`src/rtl/timer_counter.sv`:
```
// Bus-mapped down-counter with one-shot and auto-reload modes.
// Raises an interrupt flag when the count reaches zero.
module timer_counter (
    input  logic        clk,
    input  logic        reset,
    input  logic [29:0] Addr,
    input  logic        WE,
    input  logic [31:0] Din,
    output logic [31:0] Dout,
    output logic        IRQ
);

    typedef enum logic [1:0] {
        IDLE = 2'b00,
        LOAD = 2'b01,
        CNT  = 2'b10,
        INT  = 2'b11
    } state_t;

    state_t      state_reg;
    logic [3:0]  ctrl_reg;
    logic [31:0] preset_reg;
    logic [31:0] count_reg;
    logic        flag_reg;

    logic        en;
    logic        auto_reload;
    logic [1:0]  reg_sel;
    logic        ctrl_wr;
    logic        preset_wr;
    logic        unused_addr;

    // Addr carries byte-address bits [31:2]; its two LSBs are byte-address bits [3:2].
    assign reg_sel     = Addr[1:0];
    assign unused_addr = ^Addr[29:2];

    assign en          = ctrl_reg[0];
    assign auto_reload = (ctrl_reg[2:1] == 2'b01);
    assign ctrl_wr     = WE && (reg_sel == 2'b00);
    assign preset_wr   = WE && (reg_sel == 2'b01);

    always_ff @(posedge clk or negedge reset) begin
        if (!reset) begin
            state_reg  <= IDLE;
            ctrl_reg   <= 4'h0;
            preset_reg <= 32'h0;
            count_reg  <= 32'h0;
            flag_reg   <= 1'b0;
        end else begin
            case (state_reg)
                IDLE: begin
                    if (en)
                        state_reg <= LOAD;
                end
                LOAD: begin
                    // A disable arriving here abandons the reload so COUNT keeps its value.
                    if (!en) begin
                        state_reg <= IDLE;
                    end else begin
                        count_reg <= preset_reg;
                        state_reg <= CNT;
                    end
                end
                CNT: begin
                    if (!en) begin
                        state_reg <= IDLE;
                    end else if (count_reg > 32'd1) begin
                        count_reg <= count_reg - 32'd1;
                    end else begin
                        count_reg <= 32'h0;
                        flag_reg  <= 1'b1;
                        state_reg <= INT;
                    end
                end
                INT: begin
                    if (auto_reload) begin
                        // Reload straight away so the pulse period is max(PRESET,1)+2 cycles.
                        flag_reg  <= 1'b0;
                        state_reg <= en ? LOAD : IDLE;
                    end else begin
                        ctrl_reg[0] <= 1'b0;
                        state_reg   <= IDLE;
                    end
                end
                default: state_reg <= IDLE;
            endcase

            if (preset_wr)
                preset_reg <= Din;

            // Placed after the FSM so a bus write overrides the hardware EN clear.
            if (ctrl_wr) begin
                ctrl_reg <= Din[3:0];
                if (!auto_reload)
                    flag_reg <= 1'b0;
            end
        end
    end

    always_comb begin
        Dout = 32'h0;
        case (reg_sel)
            2'b00:   Dout = {28'h0, ctrl_reg};
            2'b01:   Dout = preset_reg;
            2'b10:   Dout = count_reg;
            default: Dout = 32'h0;
        endcase
    end

    assign IRQ = ctrl_reg[3] & flag_reg;

endmodule

```
`config.mk`:
```
export PLATFORM = sky130hd
export DESIGN_NAME = timer_counter
export DESIGN_NICKNAME = d
export VERILOG_FILES = /design/src/rtl/timer_counter.sv
export SDC_FILE = /design/constraint.sdc
export NUM_CORES = 1
export LEC_CHECK = 0
export CAP_MARGIN = 15
export CORE_MARGIN = 5
export CORE_UTILIZATION = 40
export DETAILED_ROUTE_END_ITERATION = 6
export DONT_BUFFER_PORTS = 1
export GPL_TIMING_DRIVEN = 1
export PLACE_DENSITY = 0.6
export SLEW_MARGIN = 20
export SYNTH_ARGS = -nofsm -noshare
export SYNTH_HDL_FRONTEND = slang
export SYNTH_SLANG_ARGS = --single-unit
```
`constraint.sdc`:
```
create_clock -name clk -period 3.68 [get_ports clk]
set_input_delay 0.552 -clock clk [delete_from_list [all_inputs] [get_ports clk]]
set_output_delay 0.552 -clock clk [all_outputs]
set_load 0.05 [all_outputs]
```
==> run_results.csv, run 1 <==
group,metric,value,unit
detailed_routing,firstDrtPassIters,4,
worst_hold_path,hold_class,"in -> async",
sta,maxSlewViolCount,0,
detailed_routing,drc_errors,0,
finish,fin_nets,456,
detailed_routing,viasPerCell,6.13,
setup_path,worstSetupEndpointType,"register",
sta,tightest_slew,0.984,ns
power_and_ir_drop,p_leak,1.79,nW
clock_network,clockBufferDepth,2,
die,fp.coreArea,9820,µm²
yosys,synth_flop_cell,"dfrtp_1",
place,place_area,4200,µm²
yosys,syn-num-nets,464,
sta,setup_tns,0,ns
yosys,synth-edff-count,0,
setup_path,critPathMaxFanout,10,
clock_network,cts.htree.levels,3,
die,rows,36,
place,io_buffers,0,
detailed_routing,dr_total_vias,3232,
clock_network,cts_buffers,9,
yosys,synthCells,397,
setup_path,arrival,2.94,ns
detailed_routing,drt-total-wl,11000,µm
place,place_congestion,0.867,
finish,fill_cells,967,
setup_path,reg2reg_from,"count_reg[5]",
die,die_y,111,µm
sta,max_freq,373,MHz
sta,period_minus_slack,2.68,ns
sta,timing.final.ws_setup,0.998,ns
place,dpl.hpwl,7360,µm
power_and_ir_drop,power_density,772,nW/µm²
yosys,synth_top_area_cell,"dfrtp_1",
yosys,yosysWarnings,0,
clock_network,clock_latency,0.36,ns
yosys,synth_async_sr_flop_share,100,%
setup_path,r2r_end,"count_reg[21]",
finish,syn_to_final_growth,9.70,%
clock_network,clkTransAtPathRegs,0.08,ns
yosys,synth_top_cell_area_share,43.7,%
sta,grt_setup_unrepaired,"no",
detailed_routing,initialDrtViolationCount,171,
sta,period_share,72.9,%
die,ios,98,
setup_path,r2r_slack,1.0,ns
sta,finClkSkew,0.00864,ns
clock_network,cts_root_buffer,"clkbuf_8",
yosys,syn_area_per_cell,10.2,µm²
global_route,grt_pass1_vias,3330,
sta,setup_violations,0,
finish,final_area,4460,µm²
sta,relSlewSlack,34.0,%
outcome,status,"completed",
die,initial_core_util,41.4,%
run,maxCapViolCount,0,
die,die_x,111,µm
global_route,antenna_found_initial,0,
sta,hold_viol_final,0,
setup_path,critPathKind,"reg -> reg",
yosys,ys_ff_latch,71,
power_and_ir_drop,peakVddDrop,0.000229,V
setup_path,cp-start-kind,"register",
detailed_routing,post_drt_wl_per_cell,20.9,µm
yosys,yosysSeqAreaShare,43.7,%
yosys,synth_cell_type_count,55,
setup_path,r2r_cells,6,
finish,antenna-diode-count,0,
global_route,track_usage,18.4,%
detailed_routing,ant_nets,0,
place,dpl_worst_slack,1.04,ns
global_route,grt_max_degree,72,
die,die_area,12300,µm²
finish,drive_above_1_share,19.8,%
setup_path,worst_ep_required_time,3.94,ns
yosys,synth_area,4060,µm²
global_route,grt_pass1_wl,18200,µm
yosys,synth_area_leaders,"dfrtp_1 (44%), mux2_2 (9.7%), a22o_1 (7.3%), and3_1 (2.8%), a21oi_1 (2.5%)",
clock_network,clock-sinks,71,
clock_network,cts_tree,"yes",
global_route,gr-total-overflow,0,
-- power breakdown --
group | internal, mW | leakage, nW | total [mW] | switching, mW
Sequential | 1.03 | 0.864 | 1.40 | 0.374
Combinational | 0.494 | 0.818 | 1.31 | 0.811
Clock | 0.417 | 0.112 | 0.730 | 0.313
-- routing by layer --
| layer | global-route usage [%] | vias up | share of wire, % |
|---|---|---|---|
| met3 | 5.08 | 12 | 6.8 |
| met5 | 0 | - | 0 |
| li1 | - | 1533 | - |
| met2 | 28.0 | 88 | 46 |
| met4 | 6.57 | 0 | 1.1 |
| met1 | 25.2 | 1599 | 46 |
-- how the worst max path moves through the flow --
| stage | end | slack (ns) | start |
|---|---|---|---|
| CTS | count_reg[21] | 1.03 | count_reg[5] |
| detailed placement | count_reg[21] | 1.04 | count_reg[5] |
| floorplan | Dout[2] | 1.11 | Addr[1] |
| finish | count_reg[21] | 1.0 | count_reg[5] |
| global placement | count_reg[21] | 1.04 | count_reg[5] |
| global route | count_reg[14] | 0.82 | count_reg[5] |
-- Yosys cell counts (all sizes together), types with 4 or more instances --
library cell and instances:
or4 9, a22o 35, nand2 20, or3 6, clkbuf 18, a21oi 20, o21ai 16, buf 13
mux2i 4, nor2 9, mux2 35, and3 18, o211ai 7, o311ai 8, o31ai 4, dfrtp 71
nand2b 5, nand4 6, nor3 14, nand3 16, nor4 8, inv 9, o221ai 4, nor2b 5
-- metrics by stage --
step,power [mW],instances,hold slack (ns),util (%)
after global routing,3.66,527,0.0838,45.4
after detailed placement,2.69,510,0.258,42.7
after floorplan,2.39,397,0.256,-
final,3.44,527,0.0718,45.4
after global placement,2.66,510,0.258,42.7
after CTS,3.45,527,0.0773,45.4
-- timing repair --
action | CTS | global route
hold buffers | 1 | 0
resized for setup | 0 | 0
buffers inserted | 0 | 0
endpoints found under the hold margin | 71 | 0
endpoints found under the setup margin | 0 | 0
-- cell families after synthesis --
family,synth area share (%)
simple gates,19.0
buf+inv,3.85
mux,10.7
fa+ha+maj,0.616
compound gates,22.1
flops,43.7
-- critical path: stages, from the launching register on --
cell and delay [ns]:
dfrtp_1 0.49, nor4_4 0.50, nand3_1 0.25, o31ai_2 0.73, buf_4 0.28, o21ai_0 0.09, a22o_1 0.24
-- final cells by class --
| cell class | count | area (µm²) | share of cell area (%) |
|---|---|---|---|
| Multi-Input combinational cell | 286 | 2140 | 48.0 |
| Sequential cell | 71 | 1780 | 39.9 |
| Tap cell | 133 | 166 | 3.73 |
| Clock buffer | 11 | 151 | 3.40 |
| Timing Repair Buffer | 12 | 110 | 2.47 |
| Clock inverter | 5 | 80.1 | 1.80 |
| Inverter | 9 | 33.8 | 0.758 |
-- layout by cell type, fill, tap and decap left out, drive strengths merged, types with 2 or more instances in the layout --
| cell type | count |
|---|---|
| clkinvlp | 2 |
| or4 | 9 |
| nor3b | 2 |
| o221ai | 4 |
| nand3 | 16 |
| o31a | 2 |
| a221o | 3 |
| a22o | 35 |
| or3 | 6 |
| nand3b | 2 |
| a21o | 3 |
| o21ai | 16 |
| mux2 | 35 |
| mux2i | 4 |
| and3 | 18 |
| inv | 9 |
| o32ai | 2 |
| nand2 | 20 |
| a31oi | 3 |
| nor4 | 8 |
| nor2 | 9 |
| nor2b | 5 |
| clkbuf | 11 |
| bufinv | 2 |
| o311ai | 8 |
| and2 | 2 |
| o22ai | 2 |
| o211ai | 7 |
| nand4 | 6 |
| nor3 | 14 |
| dfrtp | 71 |
| nand4b | 2 |
| nand2b | 5 |
| o31ai | 4 |
| o41ai | 3 |
| ha | 2 |
| buf | 12 |
| a21oi | 20 |
No activity file was read; power rests on OpenSTA's default activity.
==> run 2: changes to the inputs <==
Settings changed: PLACE_DENSITY 0.6 to 0.62.
Clock period 3.68 ns to 2.3 ns, I/O delays scaled along.
==> run_results.csv, run 2 (synthesized netlist as in run 1, its figures left out) <==
group,metric,value,unit
outcome,status,"completed",
global_route,grt_util_met1,25.0,%
setup_path,arrival,2.55,ns
global_route,gr-total-overflow,0,
power_and_ir_drop,power_density,1210,nW/µm²
global_route,grt_pass1_vias,3615,
place,place_area,4650,µm²
detailed_routing,post_drt_wl_per_cell,19.6,µm
detailed_routing,ant_nets,0,
sta,grt_setup_unrepaired,"yes",
run,maxCapViolCount,0,
global_route,grtUsageMet2,31.1,%
setup_path,reg2reg_from,"count_reg[13]",
global_route,grt_pass1_wl,19000,µm
finish,final_common_cell,"buf_4",
detailed_routing,dr_total_vias,3616,
global_route,track_usage,19.1,%
place,dpl.hpwl,8080,µm
clock_network,clockBufferDepth,2,
setup_path,critPathMaxFanout,4,
setup_path,cp-start-kind,"register",
finish,final_cells,596,
detailed_routing,firstDrtPassIters,5,
sta,finClkSkew,0.0149,ns
finish,antenna-diode-count,0,
power_and_ir_drop,peakVddDrop,0.000400,V
power_and_ir_drop,intPower,3.58,mW
finish,final_util,51.4,%
die,die_area,12300,µm²
worst_hold_path,whs_path_depth,2,
clock_network,cts.htree.levels,3,
finish,layout.cells.most_common_list,"buf_4 (77), dfrtp_1 (67), mux2_2 (35)",
sta,setup_violations,0,
detailed_routing,drc_errors,0,
die,fp.coreArea,9820,µm²
power_and_ir_drop,seqPwrFrac,34.3,%
place,place_congestion,0.902,
sta,timing.final.ws_setup,0.0290,ns
clock_network,clock-sinks,71,
detailed_routing,drt-total-wl,11700,µm
global_route,busiest_layer,"met2",
clock_network,cts_root_buffer,"clkbuf_8",
power_and_ir_drop,p_comb_share,46.9,%
clock_network,cts_tree,"yes",
sta,period_minus_slack,2.27,ns
setup_path,r2r_cells,7,
clock_network,clock_latency,0.37,ns
place,io_buffers,0,
finish,final_area,5050,µm²
die,rows,36,
power_and_ir_drop,p_switching,2.55,mW
sta,tightest_slew,0.618,ns
sta,maxSlewViolCount,0,
setup_path,r2r_end,"count_reg[28]",
power_and_ir_drop,p_clk_share,18.8,%
die,initial_core_util,41.4,%
die,die_x,111,µm
sta,relSlewSlack,58.7,%
power_and_ir_drop,p_leak,2.15,nW
sta,period_share,98.7,%
finish,syn_to_final_growth,24.3,%
worst_hold_path,hold_class,"in -> reg",
detailed_routing,initialDrtViolationCount,230,
clock_network,cts_buffers,9,
finish,drive_above_1_share,33.9,%
place,dp_cells,569,
detailed_routing,viasPerCell,6.07,
setup_path,worst_ep_required_time,2.58,ns
worst_hold_path,whs_endpoint,"ctrl_reg[0]",
global_route,antenna_found_initial,0,
power_and_ir_drop,swShare,41.6,%
setup_path,worstSetupEndpointType,"register",
worst_hold_path,hp-start,"Din[0]",
sta,hold_viol_final,0,
place,dpl_worst_slack,-0.0336,ns
die,die_y,111,µm
setup_path,r2r_slack,0.03,ns
global_route,grt_use_met3,4.42,%
finish,fin_nets,525,
clock_network,clkTransAtPathRegs,0.08,ns
setup_path,critPathKind,"reg -> reg",
global_route,grt_max_degree,72,
sta,max_freq,440,MHz
die,ios,98,
==> run 2: cell count changes in the layout (fill, tap and decap cells not counted), sizes merged <==
cell / before / now
clkbuf: 11 / 13
clkinvlp: 2 / 0
dlygate4sd3: 0 / 1
buf: 12 / 80
==> run 2: worst max path at each step <==
stage | slack (ns) | to | start
floorplan | 0.14 | count_reg[26] | count_reg[0]
global placement | 0.003 | count_reg[26] | count_reg[0]
detailed placement | -0.03 | count_reg[28] | count_reg[1]
CTS | 0.004 | count_reg[28] | count_reg[1]
global route | -0.05 | count_reg[28] | count_reg[4]
finish | 0.03 | count_reg[28] | count_reg[13]
==> run 2: layer usage <==
layer / share of wire, % / up-vias / wire length (µm)
li1: - / 1675 / -
met1: 45 / 1798 / 5280
met2: 47 / 125 / 5510
met3: 6.0 / 18 / 697
met4: 1.8 / 0 / 210
met5: 0 / - / 0
==> run 2: critical path, cell delays in order, from the launching register on <==
cell,delay [ns]
dfrtp_1,0.42
or4_4,0.60
nor4_4,0.28
buf_4,0.19
buf_6,0.10
nand4_1,0.10
o32a_1,0.38
o22ai_2,0.11
==> run 2: repair_timing <==
item                                   4_1_cts  5_1_grt
pin swaps                                    1        6
resized for setup                            3       14
hold buffers                                 2        0
endpoints found under the hold margin       71        0
setup endpoints to repair                    3       22
buffers inserted                             2        7
==> run 2: final cells by class <==
cell class / count / area (µm²)
Clock inverter: 3 / 65.1
Inverter: 9 / 33.8
Fill cell: 948 / 4770
Multi-Input combinational cell: 286 / 2190
Clock buffer: 13 / 159
Tap cell: 133 / 166
Sequential cell: 71 / 1780
Timing Repair Buffer: 81 / 647
==> run 2: through the flow <==
stage                     setup TNS [ns]  power [mW]  hold WS (ns)
after floorplan                        0        3.82        0.0494
after global placement                 0        4.72        0.0513
after detailed placement         -0.0486        4.78        0.0507
after CTS                              0        6.00        0.0910
after global routing             -0.0710        6.49         0.110
final                                  0        6.13        0.0960
==> run 2: power groups by stage <==
stage          logic, mW  registers, mW  clock network [mW]
6_report            2.88           2.10                1.15
5_1_grt             3.11           2.16                1.22
4_1_cts             2.74           2.08                1.17
3_5_place_dp        2.68           2.10                   0
3_3_place_gp        2.63           2.09                   0
2_1_floorplan       1.79           2.03                   0
==> run 3: changes to the inputs <==
Clock period 2.3 ns to 2.05 ns, I/O delays scaled along.
==> run_results.csv, run 3 (synthesized netlist as in run 1, its figures left out) <==
group,metric,value,unit
outcome,status,"finished with violations",
outcome,violations,"negative setup slack",
sta,grt_setup_unrepaired,"yes",
global_route,grt_pass1_vias,3932,
finish,layout.cells.most_common_list,"buf_4 (106), dfrtp_1 (69), mux2_2 (35)",
finish,syn_to_final_growth,48.5,%
place,dp_cells,598,
clock_network,cts_root_buffer,"clkbuf_8",
power_and_ir_drop,p_clk_share,16.7,%
clock_network,cts_tree,"yes",
finish,drive_above_1_share,53.5,%
sta,period_minus_slack,2.27,ns
sta,maxSlewViolCount,0,
detailed_routing,firstDrtPassIters,5,
setup_path,cp_slowest_cell,"dfrtp_2",
clock_network,clock-sinks,71,
setup_path,critPathMaxFanout,4,
clock_network,clkTransAtPathRegs,0.08,ns
sta,tightest_slew,0.576,ns
global_route,antenna_found_initial,0,
worst_hold_path,hold_class,"in -> reg",
power_and_ir_drop,seqPwrFrac,26.8,%
sta,max_freq,441,MHz
clock_network,clock_latency,0.36,ns
power_and_ir_drop,power_density,1390,nW/µm²
detailed_routing,drc_errors,0,
die,initial_core_util,41.4,%
power_and_ir_drop,peakVddDrop,0.000549,V
die,fp.coreArea,9820,µm²
sta,period_share,111,%
clock_network,cts_buffers,9,
die,die_y,111,µm
die,die_area,12300,µm²
die,ios,98,
power_and_ir_drop,p_comb_share,56.5,%
detailed_routing,ant_nets,0,
global_route,grt_max_degree,72,
power_and_ir_drop,p_switching,3.46,mW
setup_path,crit_buf_inv,2,
finish,fin_nets,580,
detailed_routing,post_drt_wl_per_cell,20.8,µm
finish,final_common_cell,"buf_4",
place,place_congestion,0.921,
run,maxCapViolCount,0,
place,io_buffers,0,
detailed_routing,initialDrtViolationCount,269,
setup_path,r2r_slack,-0.22,ns
place,dpl_worst_slack,-0.214,ns
setup_path,critPathKind,"reg -> reg",
global_route,grt_pass1_wl,21000,µm
place,dpl.hpwl,8510,µm
setup_path,arrival,2.54,ns
setup_path,cp-start-kind,"register",
setup_path,critical-path-top-delay-family,"simple AND/OR/NAND/NOR gates",
finish,fill_cells,793,
clock_network,cts.htree.levels,3,
power_and_ir_drop,swShare,41.4,%
die,die_x,111,µm
setup_path,worst_ep_required_time,2.32,ns
setup_path,worstSetupEndpointType,"register",
global_route,gr-total-overflow,0,
power_and_ir_drop,intPower,4.91,mW
sta,relSlewSlack,61.6,%
finish,final_cells,651,
sta,setup_violations,17,
detailed_routing,drt-total-wl,13500,µm
sta,timing.final.ws_setup,-0.220,ns
global_route,track_usage,21.1,%
sta,hold_viol_final,0,
detailed_routing,viasPerCell,6.06,
setup_path,cp_slowest_stage_delay,0.43,ns
clock_network,clockBufferDepth,2,
sta,finClkSkew,0.00909,ns
power_and_ir_drop,power,8.37,mW
setup_path,crit_chain,"inv_2 > ha_4 > or3b_4 > nor4_4 > buf_6 > nand2_4 > or4_4 > o211ai_1",
power_and_ir_drop,p_leak,2.63,nW
detailed_routing,dr_total_vias,3943,
die,rows,36,
finish,antenna-diode-count,0,
==> run 3: timing repair <==
| item | in CTS | in global routing |
|---|---|---|
| endpoints found under the setup margin | 27 | 33 |
| pin swaps | 32 | 30 |
| hold buffers | 2 | 0 |
| gates cloned | 1 | 0 |
| setup buffers | 25 | 13 |
| resized for setup | 32 | 77 |
| endpoints found under the hold margin | 71 | 0 |
==> run 3: layer usage <==
metal	GRT usage, %	wire, µm
met5	0	0
met4	6.90	244
met1	29.2	5900
met2	33.1	6440
met3	4.15	951
==> run 3: power by group through the flow <==
stage / Clock [mW] / Sequential, mW / Combinational (mW)
6_report: 1.40 / 2.24 / 4.73
4_1_cts: 1.42 / 2.22 / 4.07
3_3_place_gp: 0 / 2.22 / 3.53
5_1_grt: 1.49 / 2.31 / 5.00
2_1_floorplan: 0 / 2.29 / 2.05
3_5_place_dp: 0 / 2.25 / 3.58
==> run 3: layout make-up <==
cell class              instances  area [µm²]  share of cell area (%)
clock inverters                 6         108                    1.78
inverters                       9        33.8                   0.560
repair buffers                136        1170                    19.5
well taps                     133         166                    2.76
flip-flops and latches         71        1780                    29.5
multi-input cells             286        2630                    43.6
clock buffers                  10         138                    2.28
==> run 3: final timing paths <==
kind,from,end,cells past startpoint
max,count_reg[0],count_reg[22],8
min,Din[0],ctrl_reg[0],2
max reg2reg,count_reg[0],count_reg[22],8
min reg2reg,ctrl_reg[3],ctrl_reg[3],1
max in group asynchronous,reset,count_reg[6],2
min in group asynchronous,reset,preset_reg[30],2
==> run 3: per-stage QoR <==
stage	hold WS [ns]	instance area (µm²)	setup TNS (ns)	utilization, %
detailed placement	0.0137	4920	-2.34	50.2
finish	0.0673	6030	-1.88	61.4
global placement	0.0140	4920	-2.35	50.2
CTS	0.0590	5570	-0.911	56.7
global route	0.0526	6030	-3.54	61.4
floorplan	0.0119	4120	-0.299	-
